<file path="src/rtl/uncache_dm_unit.sv">
// Uncached data-memory access engine: takes one load/store from MEM1 and issues a single-beat
// request on the rd/wr bus, then waits for read data or write completion before going idle again.
module uncache_dm_unit #(
    parameter int ADDR_W = 32,
    parameter int DATA_W = 32
) (
    input  logic              clk,
    input  logic              resetn,
    input  logic              valid,
    input  logic              op,
    input  logic [ADDR_W-1:0] addr,
    input  logic [1:0]        size,
    input  logic [3:0]        wstrb,
    input  logic [DATA_W-1:0] wdata,
    input  logic              rd_rdy,
    input  logic              ret_valid,
    input  logic              ret_last,
    input  logic [DATA_W-1:0] ret_data,
    input  logic              wr_rdy,
    input  logic              wr_done,
    output logic              rd_req,
    output logic [2:0]        rd_type,
    output logic [ADDR_W-1:0] rd_addr,
    output logic              wr_req,
    output logic [2:0]        wr_type,
    output logic [ADDR_W-1:0] wr_addr,
    output logic [3:0]        wr_wstrb,
    output logic [DATA_W-1:0] wr_data,
    output logic              data_ok,
    output logic [DATA_W-1:0] rdata
);

    typedef enum logic [2:0] {
        S_IDLE    = 3'd0,
        S_RD_REQ  = 3'd1,
        S_RD_WAIT = 3'd2,
        S_WR_REQ  = 3'd3,
        S_WR_WAIT = 3'd4
    } state_t;

    state_t              state_q, state_d;
    logic [ADDR_W-1:0]   addr_q, addr_d;
    logic [1:0]          size_q, size_d;
    logic [3:0]          wstrb_q, wstrb_d;
    logic [DATA_W-1:0]   wdata_q, wdata_d;
    logic [DATA_W-1:0]   rdata_q, rdata_d;

    always_ff @(posedge clk or negedge resetn) begin
        if (!resetn) begin
            state_q <= S_IDLE;
            addr_q  <= '0;
            size_q  <= '0;
            wstrb_q <= '0;
            wdata_q <= '0;
            rdata_q <= '0;
        end else begin
            state_q <= state_d;
            addr_q  <= addr_d;
            size_q  <= size_d;
            wstrb_q <= wstrb_d;
            wdata_q <= wdata_d;
            rdata_q <= rdata_d;
        end
    end

    // Request fields are captured only on acceptance, so they stay stable while the bus stalls.
    always_comb begin
        state_d = state_q;
        addr_d  = addr_q;
        size_d  = size_q;
        wstrb_d = wstrb_q;
        wdata_d = wdata_q;
        rdata_d = rdata_q;
        case (state_q)
            S_IDLE: begin
                if (valid) begin
                    addr_d  = addr;
                    size_d  = size;
                    wstrb_d = wstrb;
                    wdata_d = wdata;
                    state_d = op ? S_WR_REQ : S_RD_REQ;
                end
            end
            S_RD_REQ: begin
                if (rd_rdy) state_d = S_RD_WAIT;
            end
            S_RD_WAIT: begin
                if (ret_valid) begin
                    rdata_d = ret_data;
                    if (ret_last) state_d = S_IDLE;
                end
            end
            S_WR_REQ: begin
                if (wr_rdy) state_d = S_WR_WAIT;
            end
            S_WR_WAIT: begin
                if (wr_done) state_d = S_IDLE;
            end
            default: state_d = S_IDLE;
        endcase
    end

    // Outputs come from flops or state decode only; nothing combinational from the inputs.
    assign rd_req   = (state_q == S_RD_REQ);
    assign wr_req   = (state_q == S_WR_REQ);
    assign data_ok  = (state_q == S_IDLE);
    assign rd_type  = {1'b0, size_q};
    assign wr_type  = {1'b0, size_q};
    assign rd_addr  = addr_q;
    assign wr_addr  = addr_q;
    assign wr_wstrb = wstrb_q;
    assign wr_data  = wdata_q;
    assign rdata    = rdata_q;

endmodule

</file>
<file path="config.mk">
export PLATFORM = sky130hd
export DESIGN_NAME = uncache_dm_unit
export DESIGN_NICKNAME = d
export VERILOG_FILES = /design/src/rtl/uncache_dm_unit.sv
export SDC_FILE = /design/constraint.sdc
export NUM_CORES = 1
export LEC_CHECK = 0
export ABC_AREA = 1
export CELL_PAD_IN_SITES_DETAIL_PLACEMENT = 1
export CELL_PAD_IN_SITES_GLOBAL_PLACEMENT = 1
export CORE_ASPECT_RATIO = 0.8
export CORE_MARGIN = 2
export CORE_UTILIZATION = 29
export CTS_CLUSTER_DIAMETER = 30
export DETAILED_ROUTE_END_ITERATION = 10
export PLACE_DENSITY = 0.89
export SYNTH_ARGS = -nofsm -noshare
export SYNTH_HDL_FRONTEND = slang
export SYNTH_SLANG_ARGS = --single-unit
</file>
<file path="constraint.sdc">
create_clock -name clk -period 2 [get_ports clk]
set_input_delay 0.2 -clock clk [delete_from_list [all_inputs] [get_ports clk]]
set_output_delay 0.2 -clock clk [all_outputs]
set_load 0.01 [all_outputs]
</file>
-- Word level (Yosys, flattened, before mapping)
Index checks and enable logic that the tools add are counted.
- register bits after elaboration: 105
- output and inout bits: 141
- reductions and logical operators: 4
- mux-type cells: 8
- eq/ne operators: 10
- operators with widths (cell ; count):
    $mux W3 ; 6
    $pmux W3 S5 ; 1
    $ne A2 B2 Y1 const B ; 6
    $eq A3 B2 Y1 const B ; 2
    $reduce_and A6 Y1 ; 1
    $reduce_and A2 Y1 ; 2
    $eq A3 B1 Y1 const B ; 1
    $eq A3 B3 Y1 const B ; 1
    $logic_not A3 Y1 ; 1
    $mux W2 ; 1

-- Depth between registers and ports, before layout
Gate-level depths: netlist (run 1).
- depth after elaboration: 3
- gate-level depth with buffers: 7
- gate-level depth less buffers: 7

-- Least setup slack after synthesis (run 1)
Ideal clock, no wire load.
- path kind: reg-to-reg
- start: register state_q[1]
- end: register addr_q[0], in the netlist rd_addr[0]
- cell stages (with the launch flop): 6
- path buffers: 1
- arrival: 1218 ps
- clock period less this slack: 1335 ps
- setup time: 117 ps
- path slack: 665 ps
- cell sequence: dfrtp_1 > nor3_4 > nand2_1 > clkbuf_1 > nand2_1 > nand2_1
- longest elaborated chain between the ends: 2
- ends and longest elaborated chain (item ; line ; source):
    start, declared ; 41 ; state_t state_q, state_d;
    start signal, assigned ; 57 ; state_q <= state_d;
    $logic_not A3 Y1 ; 74 ; case (state_q)
    $reduce_and A2 Y1 (no source line) ; -- ;
    end signal, assigned ; 58 ; addr_q <= addr_d;
    end, declared ; 42 ; logic [ADDR_W-1:0] addr_q, addr_d;
No other way between the ends.
A chain may end at the register's enable or synchronous reset.

-- Final worst setup path (run 1)
- start: register state_q[1]
- end: output wr_req
- longest elaborated chain between the ends: 1
- ends and longest elaborated chain (item ; line ; source):
    $eq A3 B2 Y1 ; 105 ; assign wr_req = (state_q == S_WR_REQ);
    end, declared ; 24 ; output logic wr_req,
No other way between the ends.

==> flow_metrics.env, run 1 <==
export IMPL_ys_seq_area_share_pct=58.68
export IMPL_r2r_setup_slack_ns=0.50
export IMPL_design_area_mm2=0.007244
export IMPL_pin_count=252
export IMPL_r2r_start="state_q[1]"
export IMPL_slew_viol_final=0
export IMPL_track_usage_pct=18.05
export IMPL_yosys_cell_types_count=17
export IMPL_cp_num_buf_inv=1
export IMPL_hp_start="ret_data[12]"
export IMPL_gp_congestion=0.7601
export IMPL_numCtsBuffers=9
export IMPL_drive_gt1_share_pct=4.396
export IMPL_fmax_mhz=538.8
export IMPL_vias_per_cell=4.424
export IMPL_areaGrowthSynthToFinish_pct=61.78
export IMPL_worst_pin_slew_ns=0.5748
export IMPL_finalCriticalPeriod_ns=1.856
export IMPL_leakagePower_uw=0.003504
export IMPL_path_max_fanout=5
export IMPL_status="complete, no violations"
export IMPL_critPathTopFamily="buffers and inverters"
export IMPL_drv_cap=0
export IMPL_drc=0
export IMPL_coreArea_mm2=0.01506
export IMPL_rsz0062_at_grt="no"
export IMPL_die_w_um=142.9
export IMPL_worstSkewPairLatency_ns=0.34
export IMPL_crit_cells=3
export IMPL_drt_total_wl_um=14730
export IMPL_insertedDiodeCount=0
export IMPL_post_route_period_util_pct=92.80
export IMPL_cts_tree="built"
export IMPL_portBuffers=249
export IMPL_peakVddDrop_v=0.0006280
export IMPL_grt_start_max_net_pins=106
export IMPL_yosysWarnings=0
export IMPL_holdPathStages=3
export IMPL_hold_violations=0
export IMPL_netlist_instances=516
export IMPL_cpMaxStageDelayCell="clkdlybuf4s50_1"
export IMPL_hp_class="input port to flip-flop"
export IMPL_ant_nets=0
export IMPL_cts_setup_buffers=0
export IMPL_grt_pass1_vias=4235
export IMPL_synth_area_per_cell_um2=8.678
export IMPL_cp_end_kind="primary output"
export IMPL_cpPeakStageDelay_ns=0.59
export IMPL_ys_ff_latch=105
export IMPL_die_area_mm2=0.01646
export IMPL_placed_area_mm2=0.006930
export IMPL_reg2regPathDepth=5
export IMPL_syn_area_mm2=0.004478
export IMPL_required_ns=1.80
export IMPL_cts_sinks=105
export IMPL_max_clock_path_buffers=2
export IMPL_fin_skew_ns=0.004321
export IMPL_crit_arrival_ns=1.66
export IMPL_worst_r2r_endpoint="rdata[0]"
export IMPL_grt_pass1_wl_um=22920
export IMPL_die_h_um=115.1
export IMPL_drtIter0Drc=133
export IMPL_grt_overflow_total=0
export IMPL_core_rowCount=40
export IMPL_antenna_found_initial=0
export IMPL_dr_pass1_iters=4
export IMPL_hold_end="rdata[12]"
export IMPL_setup_viol=0
export IMPL_clk_pin_slew_ns=0.08
export IMPL_vias=4150
export IMPL_crit_type="flip-flop to primary output"
export IMPL_tns_ns=0
export IMPL_avgRoutedWirePerCell_um=15.70
export IMPL_maxSlewHeadroom_pct=61.68
export IMPL_initial_core_util_pct=29.73
export IMPL_fin_nets=834
export IMPL_power_density_mw_per_mm2=1562
export IMPL_dp_hpwl_um=10970
export IMPL_worstPathCellList="nand2_1 -> nor2_1 -> clkdlybuf4s50_1"
export IMPL_cts_root_buf="clkbuf_16"
export IMPL_critPathLaunchType="flip-flop"
export IMPL_cts_htree_levels=3
-- flip-flops by register name, summed over array words and instances, names as in the netlist --
signal	cells
rd_addr	32
rdata	32
size_q	2
state_q	3
wr_data	32
wr_wstrb	4
-- per-stage QoR --
step	hold slack [ns]	utilization, %	setup slack, ns	std cells	power [uW]
global placement	0.3209	46.01	0.4584	921	9405
detailed placement	0.3178	46.01	0.4070	921	9650
finish	0.3958	48.09	0.1440	938	11310
CTS	0.3831	48.06	0.05527	938	11530
floorplan	-0.09559	-	0.6648	517	6447
global route	0.3985	48.09	0.04227	938	12170
-- routing by layer --
layer	vias to the layer above	share of wire [%]	wire length, um	global-route usage, %
met4	0	0.74	109	4.026
met3	8	10	1514	7.997
met2	175	49	7168	31.16
met5	-	0	0	0
li1	1981	-	-	-
met1	1986	40	5937	20.81
-- worst min-delay path: stages --
cell and delay [ns]:
clkdlybuf4s50_1 0.40, inv_1 0.05, o21ai_1 0.06
-- layout by cell type, fill, tap and decap left out, drive strengths merged --
cell and n:
dlygate4sd3 1, clkbuf 9, bufinv 1, dlymetal6s2s 1, inv 44, nor3 1, o21ai 32, nand3 76
conb 2, dfrtp 105, nor2 10, nand3b 1, clkinv 2, clkdlybuf4s50 246, o21bai 2, buf 11
nand2 184
-- kinds of logic (layout without fill, tap and decap cells) --
group | Yosys count | in the layout | share of synthesized area (%)
compound gates | 34 | 34 | 3.912
other cells | 1 | 2 | 0.08374
buf+inv | 104 | 315 | 11.87
simple gates | 272 | 272 | 25.45
flops | 105 | 105 | 58.68
-- cells in the mapped netlist --
cell type | count | area, um^2
nor2_1 | 9 | 33.78
nand2_1 | 184 | 690.7
o21ai_1 | 15 | 75.07
nor2_2 | 1 | 6.260
dfrtp_1 | 105 | 2628
buf_2 | 5 | 25.02
o21bai_1 | 2 | 15.01
conb_1 | 1 | 3.750
nand3_2 | 1 | 10.01
nand3_1 | 75 | 375.4
o21ai_0 | 17 | 85.08
clkbuf_1 | 22 | 82.58
buf_4 | 36 | 270.3
buf_1 | 1 | 3.750
nand3b_1 | 1 | 7.510
inv_1 | 40 | 150.1
nor3_4 | 1 | 16.27
-- where the power goes --
| part | total, uW | leakage [uW] | internal, uW | switching, uW |
|---|---|---|---|---|
| Combinational | 5680 | 0.00204 | 2980 | 2700 |
| Sequential | 3830 | 0.00131 | 3120 | 703 |
| Clock | 1810 | 0.000151 | 986 | 823 |
-- final cells by class --
cell class	instances	area, um^2
clock buffers	9	225.2
clock inverters	7	75.07
fillers	1723	7820
inverters	40	150.1
multi-input cells	308	1325
flip-flops and latches	105	2629
well taps	210	262.8
repair buffers	259	2577
-- worst max path at each step --
stage	end	slack [ns]	start
after global placement	rd_req	0.46	state_q[0]
after floorplan	rd_addr[0]	0.66	state_q[1]
after global routing	wr_req	0.04	state_q[1]
final	wr_req	0.14	state_q[1]
after CTS	rd_req	0.06	state_q[0]
after detailed placement	rdata[0]	0.41	state_q[0]
-- what timing repair did --
item | 4_1_cts | 5_1_grt
hold endpoints to repair | 105 | 0
endpoints found under the setup margin | 0 | 2
resized for setup | 0 | 2
hold buffers | 1 | 0
(Power assumes the default switching activity.)
==> inputs of run 2 (changes only) <==
--- a/config.mk
+++ b/config.mk
@@ -12,8 +12,10 @@
 export CORE_MARGIN = 2
 export CORE_UTILIZATION = 29
 export CTS_CLUSTER_DIAMETER = 30
+export CTS_CLUSTER_SIZE = 8
 export DETAILED_ROUTE_END_ITERATION = 10
 export PLACE_DENSITY = 0.89
+export SETUP_SLACK_MARGIN = 0.4
 export SYNTH_ARGS = -nofsm -noshare
 export SYNTH_HDL_FRONTEND = slang
 export SYNTH_SLANG_ARGS = --single-unit
==> flow_metrics.env, run 2 (same netlist as run 1, synthesis figures left out) <==
export IMPL_maxSlewHeadroom_pct=61.46
export IMPL_combPwrFrac_pct=50.2
export IMPL_drc=0
export IMPL_numCtsBuffers=9
export IMPL_drtIter0Drc=125
export IMPL_power_density_mw_per_mm2=1562
export IMPL_fin_nets=835
export IMPL_die_h_um=115.1
export IMPL_grt_pass1_wl_um=22980
export IMPL_coreArea_mm2=0.01506
export IMPL_leakagePower_uw=0.003498
export IMPL_avgRoutedWirePerCell_um=15.78
export IMPL_clk_pin_slew_ns=0.08
export IMPL_setup_viol=0
export IMPL_status="complete, no violations"
export IMPL_dp_hpwl_um=10970
export IMPL_grt_overflow_total=0
export IMPL_placed_area_mm2=0.006930
export IMPL_r2r_start="state_q[2]"
export IMPL_drt_total_wl_um=14820
export IMPL_final_cell_mix="244 x clkdlybuf4s50_1, 183 x nand2_1, 102 x dfrtp_1"
export IMPL_finalCriticalPeriod_ns=1.567
export IMPL_ant_nets=0
export IMPL_slew_viol_final=0
export IMPL_power_frac_seq_pct=33.8
export IMPL_initial_core_util_pct=29.73
export IMPL_final_common_cell="clkdlybuf4s50_1"
export IMPL_cts_htree_levels=3
export IMPL_hp_start="ret_data[12]"
export IMPL_worstSetupStartpoint="state_q[1]"
export IMPL_max_clock_path_buffers=2
export IMPL_cts_sinks=105
export IMPL_p_sw_uw=4237
export IMPL_p_sw_share_pct=37.37
export IMPL_hold_end="rdata[12]"
export IMPL_critPathLaunchType="flip-flop"
export IMPL_cts_tree="built"
export IMPL_crit_arrival_ns=1.37
export IMPL_reg2regPathDepth=6
export IMPL_worst_pin_slew_ns=0.5781
export IMPL_antenna_found_initial=0
export IMPL_fmax_mhz=638.3
export IMPL_dr_pass1_iters=4
export IMPL_peakVddDrop_v=0.0006280
export IMPL_drv_cap=0
export IMPL_die_w_um=142.9
export IMPL_track_usage_pct=18.10
export IMPL_hold_violations=0
export IMPL_r2r_setup_slack_ns=0.52
export IMPL_total_power_uw=11340
export IMPL_holdPathStages=3
export IMPL_gp_congestion=0.7601
export IMPL_rsz0062_at_grt="yes"
export IMPL_worst_r2r_endpoint="wr_wstrb[0]"
export IMPL_path_max_fanout=5
export IMPL_intPower_uw=7102
export IMPL_grt_start_max_net_pins=106
export IMPL_clockPowerShare_pct=16.0
export IMPL_areaGrowthSynthToFinish_pct=62.06
export IMPL_cp_end_kind="primary output"
export IMPL_portBuffers=249
export IMPL_insertedDiodeCount=0
export IMPL_vias_per_cell=4.435
export IMPL_tns_ns=0
export IMPL_crit_type="flip-flop to primary output"
export IMPL_fillers=1725
export IMPL_grt_pass1_vias=4246
export IMPL_pin_count=252
export IMPL_drive_gt1_share_pct=4.938
export IMPL_post_route_period_util_pct=78.33
export IMPL_fin_skew_ns=0.004362
export IMPL_hp_class="input port to flip-flop"
export IMPL_worstSkewPairLatency_ns=0.34
export IMPL_cts_root_buf="clkbuf_16"
export IMPL_vias=4164
export IMPL_required_ns=1.80
export IMPL_core_rowCount=40
export IMPL_design_area_mm2=0.007257
export IMPL_hold_slack_ns=0.3961
export IMPL_die_area_mm2=0.01646
-- run 2: critical path, stage by stage, from the launching register on --
cell	delay [ns]
dfrtp_2	0.45
nor2_2	0.14
inv_1	0.06
nor2_1	0.08
clkdlybuf4s15_1	0.29
-- run 2: routing by layer --
layer / track usage [%] / vias to the layer above / part of all wire [%]
met5: 0 / - / 0
met4: 4.026 / 0 / 0.76
met1: 20.85 / 1999 / 41
met2: 31.29 / 176 / 49
met3: 7.997 / 8 / 9.9
li1: - / 1981 / -
-- run 2: cell type report --
class                           instances  area, um^2  share of cell area (%)
Sequential cell                       105        2631                   36.26
Timing Repair Buffer                  260        2585                   35.62
Multi-Input combinational cell        308        1328                   18.29
Tap cell                              210       262.8                   3.621
Clock buffer                            9       225.2                   3.103
Inverter                               40       150.1                   2.069
Clock inverter                          7       75.07                   1.034
-- run 2: worst max-delay path by stage --
| stage | slack [ns] | to |
|---|---|---|
| final | 0.43 | rd_req |
| after global routing | 0.34 | rd_req |
| after CTS | 0.35 | rd_req |
| after detailed placement | 0.41 | rdata[0] |
| after global placement | 0.46 | rd_req |
| after floorplan | 0.66 | rd_addr[0] |
-- run 2: timing repair --
action / CTS / global route
resized for setup: 5 / 5
setup buffers: 0 / 1
pin swaps: 0 / 1
hold buffers: 1 / 0
setup endpoints to repair: 5 / 27
hold endpoints to repair: 105 / 0
-- run 2: per-stage QoR --
stage	utilization [%]	std cells	setup WS (ns)
detailed placement	46.01	921	0.4070
global route	48.17	939	0.3393
finish	48.17	939	0.4335
floorplan	-	517	0.6648
global placement	46.01	921	0.4584
CTS	48.06	938	0.3461
-- run 2: power by group through the flow --
stage	sequential, uW	combinational, uW	clock, uW
final	3830	5700	1810
after global placement	3800	5600	0
after CTS	3850	5780	1880
after floorplan	4190	2250	0
after detailed placement	3870	5780	0
after global routing	3970	6260	1970
==> inputs of run 3 (changes only) <==
--- a/config.mk
+++ b/config.mk
@@ -10,11 +10,11 @@
 export CELL_PAD_IN_SITES_GLOBAL_PLACEMENT = 1
 export CORE_ASPECT_RATIO = 0.8
 export CORE_MARGIN = 2
-export CORE_UTILIZATION = 29
+export CORE_UTILIZATION = 24
 export CTS_CLUSTER_DIAMETER = 30
 export CTS_CLUSTER_SIZE = 8
 export DETAILED_ROUTE_END_ITERATION = 10
-export PLACE_DENSITY = 0.89
+export PLACE_DENSITY = 0.79
 export SETUP_SLACK_MARGIN = 0.4
 export SYNTH_ARGS = -nofsm -noshare
 export SYNTH_HDL_FRONTEND = slang
==> constraint.sdc (replaced) <==
create_clock -name clk -period 1.3 [get_ports clk]
set_input_delay 0.13 -clock clk [delete_from_list [all_inputs] [get_ports clk]]
set_output_delay 0.13 -clock clk [all_outputs]
set_load 0.01 [all_outputs]
==> flow_metrics.env, run 3 (same netlist as run 1, synthesis figures left out) <==
export IMPL_status="complete, but fails checks"
export IMPL_violations="setup timing"
export IMPL_clockPowerShare_pct=13.0
export IMPL_avgRoutedWirePerCell_um=18.07
export IMPL_pin_count=252
export IMPL_grt_pass1_wl_um=27010
export IMPL_numCtsBuffers=9
export IMPL_cpPeakStageDelay_ns=0.46
export IMPL_coreArea_mm2=0.01822
export IMPL_hp_class="input port to flip-flop"
export IMPL_pre_cts_slack_ns=-0.2641
export IMPL_gp_congestion=0.7707
export IMPL_vias_per_cell=4.368
export IMPL_cts_root_buf="clkbuf_16"
export IMPL_placed_area_mm2=0.007152
export IMPL_drt_total_wl_um=20530
export IMPL_initial_core_util_pct=24.57
export IMPL_insertedDiodeCount=0
export IMPL_ant_nets=0
export IMPL_cp_end_kind="flip-flop"
export IMPL_worst_slack_ns=-0.1873
export IMPL_core_rowCount=44
export IMPL_required_ns=1.54
export IMPL_path_max_fanout=7
export IMPL_drv_cap=0
export IMPL_critPathLaunchType="flip-flop"
export IMPL_drive_gt1_share_pct=51.76
export IMPL_slew_viol_final=0
export IMPL_combPwrFrac_pct=62.6
export IMPL_power_density_mw_per_mm2=2627
export IMPL_peakVddDrop_v=0.001089
export IMPL_fin_skew_ns=0.009800
export IMPL_clk_pin_slew_ns=0.07
export IMPL_cpMaxStageDelayCell="dfrtp_2"
export IMPL_max_clock_path_buffers=2
export IMPL_worstPathCellList="nor3_4 -> buf_6 -> buf_8 -> nand2_8 -> clkbuf_16 -> nand2_2 -> nand2_1"
export IMPL_die_h_um=126.2
export IMPL_hold_violations=0
export IMPL_portBuffers=249
export IMPL_dp_hpwl_um=11440
export IMPL_die_w_um=156.7
export IMPL_dr_pass1_iters=4
export IMPL_cts_htree_levels=3
export IMPL_cts_sinks=105
export IMPL_track_usage_pct=17.72
export IMPL_final_cell_mix="108 x clkdlybuf4s50_1, 106 x buf_6, 104 x buf_4"
export IMPL_vias=4962
export IMPL_finalCriticalPeriod_ns=1.487
export IMPL_die_area_mm2=0.01977
export IMPL_areaGrowthSynthToFinish_pct=109.4
export IMPL_fin_nets=990
export IMPL_crit_arrival_ns=1.73
export IMPL_drtIter0Drc=125
export IMPL_final_common_cell="clkdlybuf4s50_1"
export IMPL_p_sw_share_pct=38.21
export IMPL_p_sw_uw=9414
export IMPL_post_route_period_util_pct=114.4
export IMPL_rsz0062_at_grt="yes"
export IMPL_crit_type="flip-flop to flip-flop"
export IMPL_worstSkewPairLatency_ns=0.35
export IMPL_drc=0
export IMPL_grt_overflow_total=0
export IMPL_grt_pass1_vias=4905
export IMPL_setup_viol=107
export IMPL_grt_start_max_net_pins=55
export IMPL_leakagePower_uw=0.004864
export IMPL_power_frac_seq_pct=24.4
export IMPL_cts_tree="built"
export IMPL_fmax_mhz=672.4
export IMPL_design_area_mm2=0.009378
export IMPL_intPower_uw=15220
export IMPL_fin_util_pct=51.46
export IMPL_antenna_found_initial=0
==> run 3: changes by cell type in the layout (fill, tap and decap cells not counted), sizes merged <==
| cell | previous run | this run |
|---|---|---|
| inv | 44 | 40 |
| clkdlybuf4s50 | 244 | 108 |
| bufinv | 1 | 3 |
| buf | 12 | 298 |
| dlygate4sd2 | 1 | 0 |
| clkbuf | 9 | 16 |
| bufbuf | 0 | 1 |
| clkdlybuf4s15 | 2 | 0 |
| nand2 | 184 | 185 |
==> run 3: power groups by stage <==
stage	clock [uW]	sequential, uW	combinational (uW)
after floorplan	0	6450	3580
after global placement	0	5870	9100
after detailed placement	0	5930	9340
after CTS	3280	5880	11200
after global routing	3410	6180	16400
final	3200	6020	15400
==> run 3: area by class of cell <==
cell class	instances	area, um^2
flip-flops and latches	105	2633
clock inverters	5	103.9
clock buffers	10	239.0
well taps	253	316.6
repair buffers	414	3976
multi-input cells	309	1957
inverters	40	152.6
fillers	2063	8845
==> run 3: critical path, delay by kind of cell (launching register included) <==
kind / cells / cell delay, ns
AND/OR/NAND/NOR: 4 / 0.43
flip-flops: 1 / 0.46
buffers and inverters: 3 / 0.50
==> run 3: path summary, 6_finish.rpt <==
path / from / endpoint / slack, ns / cells past startpoint
setup / recovery: state_q[1] / size_q[0] / -0.19 / 7
hold / removal: valid / rd_addr[29] / 0.25 / 3
setup reg to reg: state_q[1] / size_q[0] / -0.19 / 7
hold reg to reg: rdata[24] / rdata[24] / 0.48 / 2
max in group asynchronous: resetn / wr_data[26] / 0.64 / 3
min in group asynchronous: resetn / rd_addr[21] / 0.34 / 3
==> run 3: through the flow <==
stage	hold slack (ns)	TNS [ns]	instances	total power, uW
4_1_cts	0.1679	-10.65	1063	20390
6_report	0.2488	-13.74	1136	24640
2_1_floorplan	-0.1656	0	517	10040
5_1_grt	0.2629	-19.24	1136	26030
3_5_place_dp	0.1518	-19.95	975	15280
3_3_place_gp	0.1513	-15.27	975	14960
==> run 3: timing repair <==
item                                   CTS  global route
endpoints found under the hold margin  105             0
cloned                                   5             8
pin swaps                                3            12
resized for setup                      695           178
setup endpoints to repair              244           244
hold buffers                             1             0
buffers inserted                        67            65
==> run 3: layer usage <==
metal  vias to the layer above  share of wire, %  routed length, um  track usage [%]
met5                         -                 0                  0                0
met1                      2474                40               8224            20.87
met4                         0               1.6                327            4.587
li1                       2297                 -                  -                -
met3                        23               6.1               1255            5.678
met2                       168                52              10720            31.11
